===== src/rtl/mux8_sched_pkg.sv =====
// Shared constants and state type for the eight-source round-robin scheduler.
package mux8_sched_pkg;
  localparam int unsigned N_SRC = 8;
  localparam int unsigned SEL_W = 3;

  typedef enum logic {
    IDLE = 1'b0,
    XFER = 1'b1
  } state_t;
endpackage


===== src/rtl/mux8_rr_sched_pick.sv =====
// Round-robin winner search: rotate req so ptr sits at bit 0, take the lowest set bit, rotate back.
module rr_pick8
  import mux8_sched_pkg::*;
(
  input  logic [N_SRC-1:0] req,
  input  logic [SEL_W-1:0] ptr,
  output logic             found,
  output logic [SEL_W-1:0] idx
);

  logic [N_SRC-1:0] w_rot;
  logic [SEL_W-1:0] w_off;

  always_comb begin
    w_rot = '0;
    for (int unsigned i = 0; i < N_SRC; i++) begin
      w_rot[i] = req[SEL_W'(ptr + SEL_W'(i))];
    end
  end

  always_comb begin
    w_off = '0;
    for (int unsigned i = N_SRC; i > 0; i--) begin
      if (w_rot[i-1]) w_off = SEL_W'(i - 1);
    end
  end

  assign found = |req;
  assign idx   = ptr + w_off;

endmodule


===== src/rtl/mux8_rr_sched.sv =====
// Round-robin scheduler: grants one of eight sources, registers its word and streams
// up to BURST back-to-back beats over a valid/ready handshake before re-arbitrating.
module mux8_rr_sched
  import mux8_sched_pkg::*;
#(
  parameter int unsigned DW    = 3,
  parameter int unsigned BURST = 4
) (
  input  logic                  clk,
  input  logic                  rst_n,
  input  logic [N_SRC-1:0]      req,
  input  logic [N_SRC*DW-1:0]   din,
  output logic [N_SRC-1:0]      ack,
  output logic                  out_valid,
  input  logic                  out_ready,
  output logic [DW-1:0]         out_data,
  output logic [SEL_W-1:0]      out_sel,
  output logic                  busy
);

  localparam int unsigned CW = $clog2(BURST + 1);

  state_t           r_state;
  logic [SEL_W-1:0] r_ptr;
  logic [SEL_W-1:0] r_out_sel;
  logic [CW-1:0]    r_cnt;
  logic [DW-1:0]    r_out_data;
  logic             r_out_valid;

  logic             w_found;
  logic [SEL_W-1:0] w_idx;
  logic             w_accept;
  logic             w_more;
  logic             w_grant;
  logic [SEL_W-1:0] w_sel;
  logic [DW-1:0]    w_din_sel;

  rr_pick8 u_pick (
    .req   (req),
    .ptr   (r_ptr),
    .found (w_found),
    .idx   (w_idx)
  );

  assign w_accept = r_out_valid && out_ready;
  assign w_more   = req[r_out_sel] && (r_cnt < CW'(BURST));

  // One grant decision drives both the ack strobe and the capture, so they cannot disagree.
  always_comb begin
    w_grant = 1'b0;
    w_sel   = r_out_sel;
    case (r_state)
      IDLE: begin
        w_grant = w_found;
        w_sel   = w_idx;
      end
      XFER: begin
        w_grant = w_accept && w_more;
      end
      default: begin
        w_grant = 1'b0;
      end
    endcase
  end

  assign w_din_sel = din[w_sel*DW +: DW];
  assign ack       = (rst_n && w_grant) ? (N_SRC'(1) << w_sel) : '0;

  always_ff @(posedge clk or negedge rst_n) begin
    if (!rst_n) begin
      r_state     <= IDLE;
      r_ptr       <= '0;
      r_cnt       <= '0;
      r_out_valid <= 1'b0;
      r_out_data  <= '0;
      r_out_sel   <= '0;
    end else begin
      case (r_state)
        IDLE: begin
          if (w_grant) begin
            r_out_data  <= w_din_sel;
            r_out_sel   <= w_sel;
            r_out_valid <= 1'b1;
            r_cnt       <= CW'(1);
            r_state     <= XFER;
          end
        end
        XFER: begin
          if (w_accept) begin
            if (w_more) begin
              r_out_data <= w_din_sel;
              r_cnt      <= r_cnt + CW'(1);
            end else begin
              r_out_valid <= 1'b0;
              r_ptr       <= r_out_sel + SEL_W'(1);
              r_state     <= IDLE;
            end
          end
        end
        default: begin
          r_state <= IDLE;
        end
      endcase
    end
  end

  assign out_valid = r_out_valid;
  assign out_data  = r_out_data;
  assign out_sel   = r_out_sel;
  assign busy      = (r_state == XFER);

endmodule


===== config.mk =====
export PLATFORM = sky130hd
export DESIGN_NAME = mux8_rr_sched
export DESIGN_NICKNAME = d
export VERILOG_FILES = /design/src/rtl/mux8_sched_pkg.sv /design/src/rtl/mux8_rr_sched_pick.sv /design/src/rtl/mux8_rr_sched.sv
export SDC_FILE = /design/constraint.sdc
export NUM_CORES = 1
export LEC_CHECK = 0
export BUFFER_PORTS_ARGS = -buffer_cell sky130_fd_sc_hd__buf_2
export CAP_MARGIN = 20
export CORE_ASPECT_RATIO = 0.8
export CORE_MARGIN = 2
export CORE_UTILIZATION = 25
export DETAILED_ROUTE_END_ITERATION = 12
export PLACE_DENSITY_LB_ADDON = 0.15
export SLEW_MARGIN = 30
export SYNTH_ARGS = -nofsm -noshare
export SYNTH_HDL_FRONTEND = slang
export SYNTH_HIERARCHICAL = 1
export SYNTH_SLANG_ARGS = --single-unit

===== constraint.sdc =====
create_clock -name clk -period 4.6 [get_ports clk]
set_input_delay 0.46 -clock clk [delete_from_list [all_inputs] [get_ports clk]]
set_output_delay 0.46 -clock clk [all_outputs]
set_load 0.03 [all_outputs]

# Word level (Yosys, flattened, before mapping)
# Cells that the tools add are included.
[word_totals]
ff_bits = 14
input_bits = 35
out_inout_bits = 16
elab_cells = 89
[op_classes]
n_addsub = 10
n_mul = 1
order_cmp = 10
n_eq_ne = 4
n_shift = 2
muxes = 45
bitwise = 2
n_reduce_logical = 9
[ops]
columns = ["operator", "count"]
rows = [
  ["2-to-1 mux 3 bit", 15],
  ["less-than comparator 3 x 4 -> 1 bit (second input constant)", 9],
  ["binary-select mux 1 bit (select 3 bit)", 9],
  ["variable part select 24 x 6 -> 3 bit", 1],
  ["2-to-1 mux 1 bit", 15],
  ["adder 3 bit (second input constant)", 4],
  ["one-hot mux 3 bit (2 select lines)", 2],
  ["adder 3 x 1 -> 3 bit (second input constant)", 3],
  ["AND reduction 3 bit", 3],
  ["2-to-1 mux 8 bit", 1],
  ["OR reduction 8 bit", 1],
  ["<< shifter 1 x 3 -> 8 bit (first input constant)", 1],
  ["adder 3 x 2 -> 3 bit (second input constant)", 2],
  ["one-hot mux 1 bit (2 select lines)", 3],
  ["multiplier 3 x 2 -> 5 bit (second input constant)", 1],
  ["logical AND 1 bit", 4],
  ["!= test 2 x 1 -> 1 bit (second input constant)", 2],
  ["!= test 2 bit (second input constant)", 2],
  ["adder 3 bit", 1],
  ["less-than comparator 3 bit (second input constant)", 1],
  ["NOT 1 bit", 2],
  ["AND reduction 2 bit", 1],
]

# Logic depth before layout (Yosys ltp)
# Gate-level depths: netlist of run 1.
[logic_depth]
word_depth = 18
depth_mapped = 20
ltp_nobuf = 17

# Modules after synthesis
# The synthesis of run 1 kept the hierarchy.
[modules_own_cells]
columns = ["mod", "instances", "cells_per_inst", "area_per_inst_um2", "seq_area_each_um2"]
rows = [
  ["mux8_rr_sched", 1, 133, 1177.4, 350.3],
  ["rr_pick8", 1, 66, 623.1, 0.0],
]

# Worst setup path before layout of run 1
# Ideal clock, no wire load.
[synth_timing]
path_kind = "register to output"
from = "register r_ptr[0]"
to = "output ack[5]"
arrival_time_ns = 4.062
required_ns = 4.140
setup_slack_ns = 0.078
stages_incl_launch_ff = 20
n_path_buf = 3
cell_sequence = "dfrtp_1 > clkbuf_8 > clkbuf_8 > inv_1 > ha_1 > buf_6 > mux2i_1 > mux2_2 > mux2_2 > a21oi_1 > o21ai_0 > a21oi_1 > ha_1 > inv_1 > fa_1 > xnor2_1 > xnor2_1 > mux2i_1 > nand3b_1 > nor2b_1"
[synth_between]
elab_chain_len = 15
elab_cells_between_ends = 35
cone_classes = "add/sub: 8; shift: 1; mux: 26"
[synth_lines]
columns = ["element", "line_no", "rtl"]
rows = [
  ["start, declared", "mux8_rr_sched.sv:24", "logic [SEL_W-1:0] r_ptr;"],
  ["start signal, assigned", "mux8_rr_sched.sv:95", "r_ptr <= r_out_sel + SEL_W'(1);"],
  ["adder 3 bit", "mux8_rr_sched_pick.sv:17", "w_rot[i] = req[SEL_W'(ptr + SEL_W'(i))];"],
  ["binary-select mux 1 bit (select 3 bit)", "mux8_rr_sched_pick.sv:17", ""],
  ["2-to-1 mux 1 bit (implied by the code)", "mux8_rr_sched_pick.sv:17", ""],
  ["2-to-1 mux 3 bit (8 in a row)", "mux8_rr_sched_pick.sv:24", "if (w_rot[i-1]) w_off = SEL_W'(i - 1);"],
  ["adder 3 bit *", "mux8_rr_sched_pick.sv:29", "assign idx = ptr + w_off;"],
  ["via w_idx[2]", "mux8_rr_sched.sv:31", "logic [SEL_W-1:0] w_idx;"],
  ["2-to-1 mux 3 bit *", "mux8_rr_sched.sv:52", "case (r_state)"],
  ["<< shifter 1 x 3 -> 8 bit *", "mux8_rr_sched.sv:67", "assign ack = (rst_n && w_grant) ? (N_SRC'(1) << w_sel) : '0;"],
  ["2-to-1 mux 8 bit *", "mux8_rr_sched.sv:67", ""],
  ["end, declared", "mux8_rr_sched.sv:13", "output logic [N_SRC-1:0] ack,"],
]
# Mark *: on every way through the listed nets, which the timed path passes. The rest lies on a longest branch. The select of a mux whose other input is x is not followed.

# Worst setup path in the final report of run 1
[layout_timing]
from = "register r_ptr[0]"
to = "output ack[4]"
# The elaborated chain is that of the path after synthesis.

==> metrics, run 1 <==
first-pass GRT wire length around 8.2 mm; Synth Flop Type dfrtp_1; initial antenna violation count 0; # rows 27; Seq/Total Area, Yosys 0.195; Starting Density 0.260; DRT Pass-1 Iters 6; Crit Path Max Fanout 17; Setup violations, final 0; Worst R2R Setup Slack 0.82 ns; Post-Syn Instances approximately 200; Total GRT Usage 0.128; TritonCTS buffer count 3; mean post-synth cell area just over 9 um^2; outcome finished, final reports clean; commonest non-fill, non-tap cell in the layout buf_2; clock buffer depth 2; Final Max Tran Viols 0; DRC Markers 0; Critical Path AT 3.81 ns; CTS tree built; Iteration-0 DRC Markers 92; Core Footprint 6930 um^2; leakage ~1.1 nW; Clock Sink Count 14; dpl hpwl 3.94 mm; Yosys warning count 6; Clk Latency, worst-skew pair approximately 0.25 ns; Period minus WS final 4.27 ns; die width 98.9 um; Slew Limit Headroom 0.439; layout cells sized above 1 0.348; Period Utilization, post-route 0.928; die area approximately 8000 um^2; wire per inst 15.5 um; final WL 5.18 mm; EDFF count, synth 0; syn_nets between 200 and 250; metal2 WL 2.28 mm; Critical Path Sink Type output pin; Final Skew approximately 0.0056 ns; #FFs+latches synth 14; Crit path required time 4.14 ns; startpoint types flip-flop; CTS Root Cell clkbuf_8; Placer Congestion 0.755; H-tree lvl count 1; M1 wire length 2.65 mm; Max Clk Rate around 230 MHz; min-delay worst type in -> async; largest net degree at the start of global routing 24; # nets final 289; Synth cell types 50; asr flop ratio synth 1.00; IO buf count 50; Fillers 714; post-DR vias/cell around 5.2; peak supply drop 0.0846 mV; mapped cell area 1800 um^2; Top Layer Used met4; Die Span Y roughly 80 um; Setup TNS 0 ns; Overflow after GRT 0; post-route ant nets 0; Met3 Wirelength 245 um; routed via count roughly 1700; worst-margin pin slew 0.841 ns; number of max-cap violations 0; diodes inserted 0; PnR worst setup slack 0.329 ns; vias in the first global route ~1600; Crit Path Class reg -> out; clk slew on worst S/H paths 0.07 ns; pre-CTS WS 0.325 ns; commonest cells after routing, fill and taps aside buf_2, mux2i_1, nand2_1, dfrtp_1, mux2_2; cell area power density 193 nW/um^2; endpoints failing hold 0; IO Pins 51; Area Overhead vs Synth 23.1%
## cell families (layout without fill, tap and decap cells)
logic type	after synthesis	after routing	share of synthesized area
AOI/OAI and AO/OA	55	55	0.221
and+or+nand+nor	49	49	0.135
muxes	45	45	0.288
buffers and inverters	24	72	0.0757
DFF	14	14	0.195
adders and majority gates	6	6	0.0459
xor gates and xnor gates	6	6	0.0396
## final cells by class
| cell class | count | area [um^2] | share of cell area |
|---|---|---|---|
| Multi-Input combinational cell | 161 | 1340 | 0.603 |
| Sequential cell | 14 | 352 | 0.159 |
| Timing Repair Buffer | 57 | 323 | 0.146 |
| Tap cell | 87 | 109 | 0.0491 |
| Clock buffer | 4 | 55.1 | 0.0248 |
| Inverter | 11 | 41.3 | 0.0186 |
## cells in the mapped netlist (all sizes together), types with 4 or more instances
library cell | number | area, um^2
mux2i | 29 | 290
nand2 | 15 | 58.8
dfrtp | 14 | 350
mux2 | 12 | 135
inv | 11 | 41.3
nor2 | 11 | 41.3
a21oi | 9 | 45.0
a211oi | 8 | 60.1
a31oi | 8 | 50.1
clkbuf | 7 | 56.3
buf | 6 | 38.8
o22ai | 6 | 37.5
ha | 5 | 62.6
nand3 | 5 | 25.0
and3 | 4 | 25.0
mux4 | 4 | 93.8
nor2b | 4 | 25.0
o21ai | 4 | 20.0
xnor2 | 4 | 53.8
## registers in the layout, summed over array words and instances, names as in the netlist
| register | cells |
|---|---|
| busy | 1 |
| out_data | 3 |
| out_sel | 3 |
| out_valid | 1 |
| r_cnt | 3 |
| r_ptr | 3 |
## final timing paths
path / depth (start not counted) / endpoint / start
setup / recovery: 16 / ack[4] / r_ptr[0]$_DFFE_PN0P_
hold / removal: 1 / out_data[0]$_DFFE_PN0P_ / rst_n
setup reg to reg: 17 / out_data[0]$_DFFE_PN0P_ / r_ptr[0]$_DFFE_PN0P_
hold reg to reg: 2 / out_data[1]$_DFFE_PN0P_ / out_data[1]$_DFFE_PN0P_
max in group asynchronous: 1 / r_ptr[2]$_DFFE_PN0P_ / rst_n
min in group clk: 2 / out_valid$_DFFE_PN0P_ / out_ready
## routing by layer
| metal | vias up | GRT usage |
|---|---|---|
| li1 | 852 | - |
| met1 | 836 | 0.196 |
| met2 | 46 | 0.193 |
| met3 | 2 | 0.0219 |
| met4 | 0 | 0.00822 |
| met5 | - | 0 |
## critical path: stages (launching register included)
cell	delay [ns]
dfrtp_1	0.40
buf_12	0.17
mux4_2	0.53
mux2i_2	0.20
o221ai_2	0.14
a21oi_1	0.15
o21ai_0	0.09
a21oi_1	0.18
ha_1	0.16
inv_1	0.04
fa_1	0.37
xnor2_1	0.15
xnor2_1	0.22
mux2i_1	0.15
nand3b_1	0.26
nor2_1	0.14
buf_2	0.20
## through the flow
step / hold WS [ns] / total power (W) / utilization / cells / instance area, um^2
finish: 0.126 / 0.000428 / 0.320 / 334 / 2220
detailed placement: 0.407 / 0.000300 / 0.302 / 327 / 2090
CTS: 0.138 / 0.000427 / 0.310 / 331 / 2150
global placement: 0.408 / 0.000300 / 0.302 / 327 / 2090
floorplan: 0.164 / 0.000248 / - / 199 / 1800
global route: 0.152 / 0.000456 / 0.320 / 334 / 2220
## where the power goes
part | total, W | switching [W] | leakage, nW | internal (W)
registers | 0.000146 | 0.0000147 | 0.164 | 0.000131
clock network | 0.000125 | 0.0000496 | 0.0288 | 0.0000759
logic | 0.000156 | 0.0000858 | 0.890 | 0.0000707
total | 0.000428 | 0.000150 | 1.08 | 0.000277
## repair_timing
action	in CTS	in global routing
hold buffers	0	0
setup endpoints to repair	0	8
gates resized for setup	0	15
setup buffers	0	3
(Power assumes the default switching activity.)
==> run 2: changes to the inputs <==
--- a/config.mk
+++ b/config.mk
@@ -5,13 +5,12 @@
 export SDC_FILE = /design/constraint.sdc
 export NUM_CORES = 1
 export LEC_CHECK = 0
-export BUFFER_PORTS_ARGS = -buffer_cell sky130_fd_sc_hd__buf_2
 export CAP_MARGIN = 20
 export CORE_ASPECT_RATIO = 0.8
 export CORE_MARGIN = 2
 export CORE_UTILIZATION = 25
 export DETAILED_ROUTE_END_ITERATION = 12
-export PLACE_DENSITY_LB_ADDON = 0.15
+export DONT_BUFFER_PORTS = 1
 export SLEW_MARGIN = 30
 export SYNTH_ARGS = -nofsm -noshare
 export SYNTH_HDL_FRONTEND = slang
==> run 2 against run 1 <==
Register-to-register slack worse by 0.10 ns. Total power is 7.2% lower. Non-clock buffer count is 41 lower. Clock skew hardly changed. Highest routed layer unchanged.
==> metrics, run 2 (same netlist as run 1, synthesis figures left out) <==
outcome finished, final reports clean; Max Clk Rate 232 MHz (-1.0%); reg2reg end out_data[1]$_DFFE_PN0P_; Critical Path Sink Type output pin; fin util 0.290 (-0.0304); Worst R2R Setup Slack 0.72 ns (-0.10 ns); Total GRT Usage 0.130 (+0.00206); Setup violations, final 0 (unchanged); Placer Congestion 0.837 (+11%); dpl cell area 1920 um^2 (-8.4%); Cell Chain, Critical Path inv_2 -> ha_4 -> mux2i_1 -> mux2_2 -> mux2_2 -> a21oi_1 -> o21ai_0 -> a21oi_1 -> ha_1 -> inv_1 -> fa_1 -> xnor2_1 -> xnor2_1 -> mux2i_1 -> nand3b_1 -> nor2b_1 -> buf_4; Clk Latency, worst-skew pair 0.25 ns (about the same); final WL 5.01 mm (-3.5%); dpl hpwl 3.97 mm (+0.68%); diodes inserted 0 (unchanged); TritonCTS buffer count 3 (unchanged); largest net degree at the start of global routing 22 (-8.3%); Setup TNS 0 ns (unchanged); peak supply drop 0.0766 mV (-9.4%); Placed Cells incl. Taps 287 (-12%); Period minus WS final 4.32 ns (+0.0451 ns); crit-path max cell delay 0.43 ns (-0.10 ns); top cell family by delay on the critical path adder cells; H-tree lvl count 1 (unchanged); clk slew on worst S/H paths 0.06 ns (about the same); die area 7900 um^2 (unchanged); Reg2Reg Launch Point r_ptr[1]$_DFFE_PN0P_; Setup crit start r_ptr[1]$_DFFE_PN0P_; Area Overhead vs Synth 11.4%; commonest cells after routing, fill and taps aside mux2i_1, buf_4, nand2_1, dfrtp_1, mux2_2; Slew Limit Headroom 0.466 (+0.0269); DRT Pass-1 Iters 4 (-2); cell area power density 198 nW/um^2 (+2.6%); IO Pins 51 (unchanged); CTS tree built; IO buf count 0 (-100%); post-DR vias/cell 5.57 (+7.2%); CTS Root Cell clkbuf_8; worst min-delay path endpoint out_valid$_DFFE_PN0P_; # rows 27 (unchanged); Crit path required time 4.14 ns (about the same); vias in the first global route 1625 (+3.2%); hold slack 0.304 ns (+0.178 ns); routed via count 1633 (-5.9%); Overflow after GRT 0 (unchanged); endpoints failing hold 0 (unchanged); Period Utilization, post-route 0.938 (+0.00980); worst hold start out_ready; Iteration-0 DRC Markers 95 (+3.3%); commonest non-fill, non-tap cell in the layout mux2i_1; Crit Path Class reg -> out; number of max-cap violations 0 (unchanged); Core Footprint 6930 um^2 (unchanged); DRC Markers 0 (unchanged); wire per inst 17.1 um (+10%); layout cells sized above 1 0.204 (-0.144); Clock Sink Count 14 (unchanged); die width 98.9 um (unchanged); leakage 0.911 nW (-16%); initial antenna violation count 0 (unchanged); post-route ant nets 0 (unchanged); worst-margin pin slew 0.801 ns (-0.0403 ns); Crit Path Max Fanout 8 (-9); first-pass GRT wire length 8.27 mm (+1.4%); WHS Path Cells 1; Worst R2R Path Depth 19 (+2); Starting Density 0.260 (unchanged); startpoint types flip-flop; final instance area 2010 um^2 (-9.5%); Critical Path AT 3.86 ns (+0.05 ns); Final Skew 0.00612 ns (+0.000499 ns); # nets final 248 (-14%); Die Span Y 79.9 um (unchanged); Crit-path slowest cell dfrtp_2; RSZ-0062 raised after global routing false; fin cells 293 (-12%); min-delay worst type in -> reg; Final Max Tran Viols 0 (unchanged); clock buffer depth 2 (unchanged); CP Buf/Inv Count 3 (unchanged)
## run 2: cell types whose count changed in the layout (fill, tap and decap cells not counted), sizes merged
cell | before | now
dlygate4sd3 | 0 | 1
buf | 56 | 15
clkbuf | 5 | 4
## run 2: final cells by class
cell class	instances	area, um^2
fillers	716	4920
multi-input cells	161	1330
flip-flops and latches	14	352
repair buffers	16	123
well taps	87	109
clock buffers	4	55.1
inverters	11	41.3
## run 2: where the power goes
group	switching (W)	internal, W	leakage [nW]
clock	0.0000466	0.0000760	0.0288
combinational	0.0000614	0.0000573	0.718
sequential	0.0000248	0.000131	0.164
total	0.000133	0.000264	0.911
## run 2: routing by layer
| metal | global-route usage | vias up | part of all wire |
|---|---|---|---|
| met1 | 0.164 | 796 | 0.44 |
| li1 | - | 776 | - |
| met3 | 0.0552 | 7 | 0.099 |
| met5 | 0 | - | 0 |
| met4 | 0.0288 | 0 | 0.010 |
| met2 | 0.207 | 54 | 0.46 |
## run 2: how the worst max path moves through the flow
stage / depth (start not counted) / end
after floorplan: 19 / ack[5]
after global routing: 17 / ack[4]
after global placement: 17 / ack[5]
after CTS: 17 / ack[5]
final: 17 / ack[5]
after detailed placement: 17 / ack[5]
## run 2: what timing repair did
item / 4_1_cts / 5_1_grt
setup endpoints to repair: 4 / 8
pin swaps: 0 / 1
endpoints found under the hold margin: 14 / 0
hold buffers: 1 / 0
setup buffers: 0 / 1
resized for setup: 2 / 2
## run 2: metrics by stage
stage,total power (W),worst slack [ns]
after floorplan,0.000248,0.0776
after global placement,0.000268,0.348
after detailed placement,0.000270,0.224
after CTS,0.000400,0.0974
after global routing,0.000421,0.00805
final,0.000397,0.284
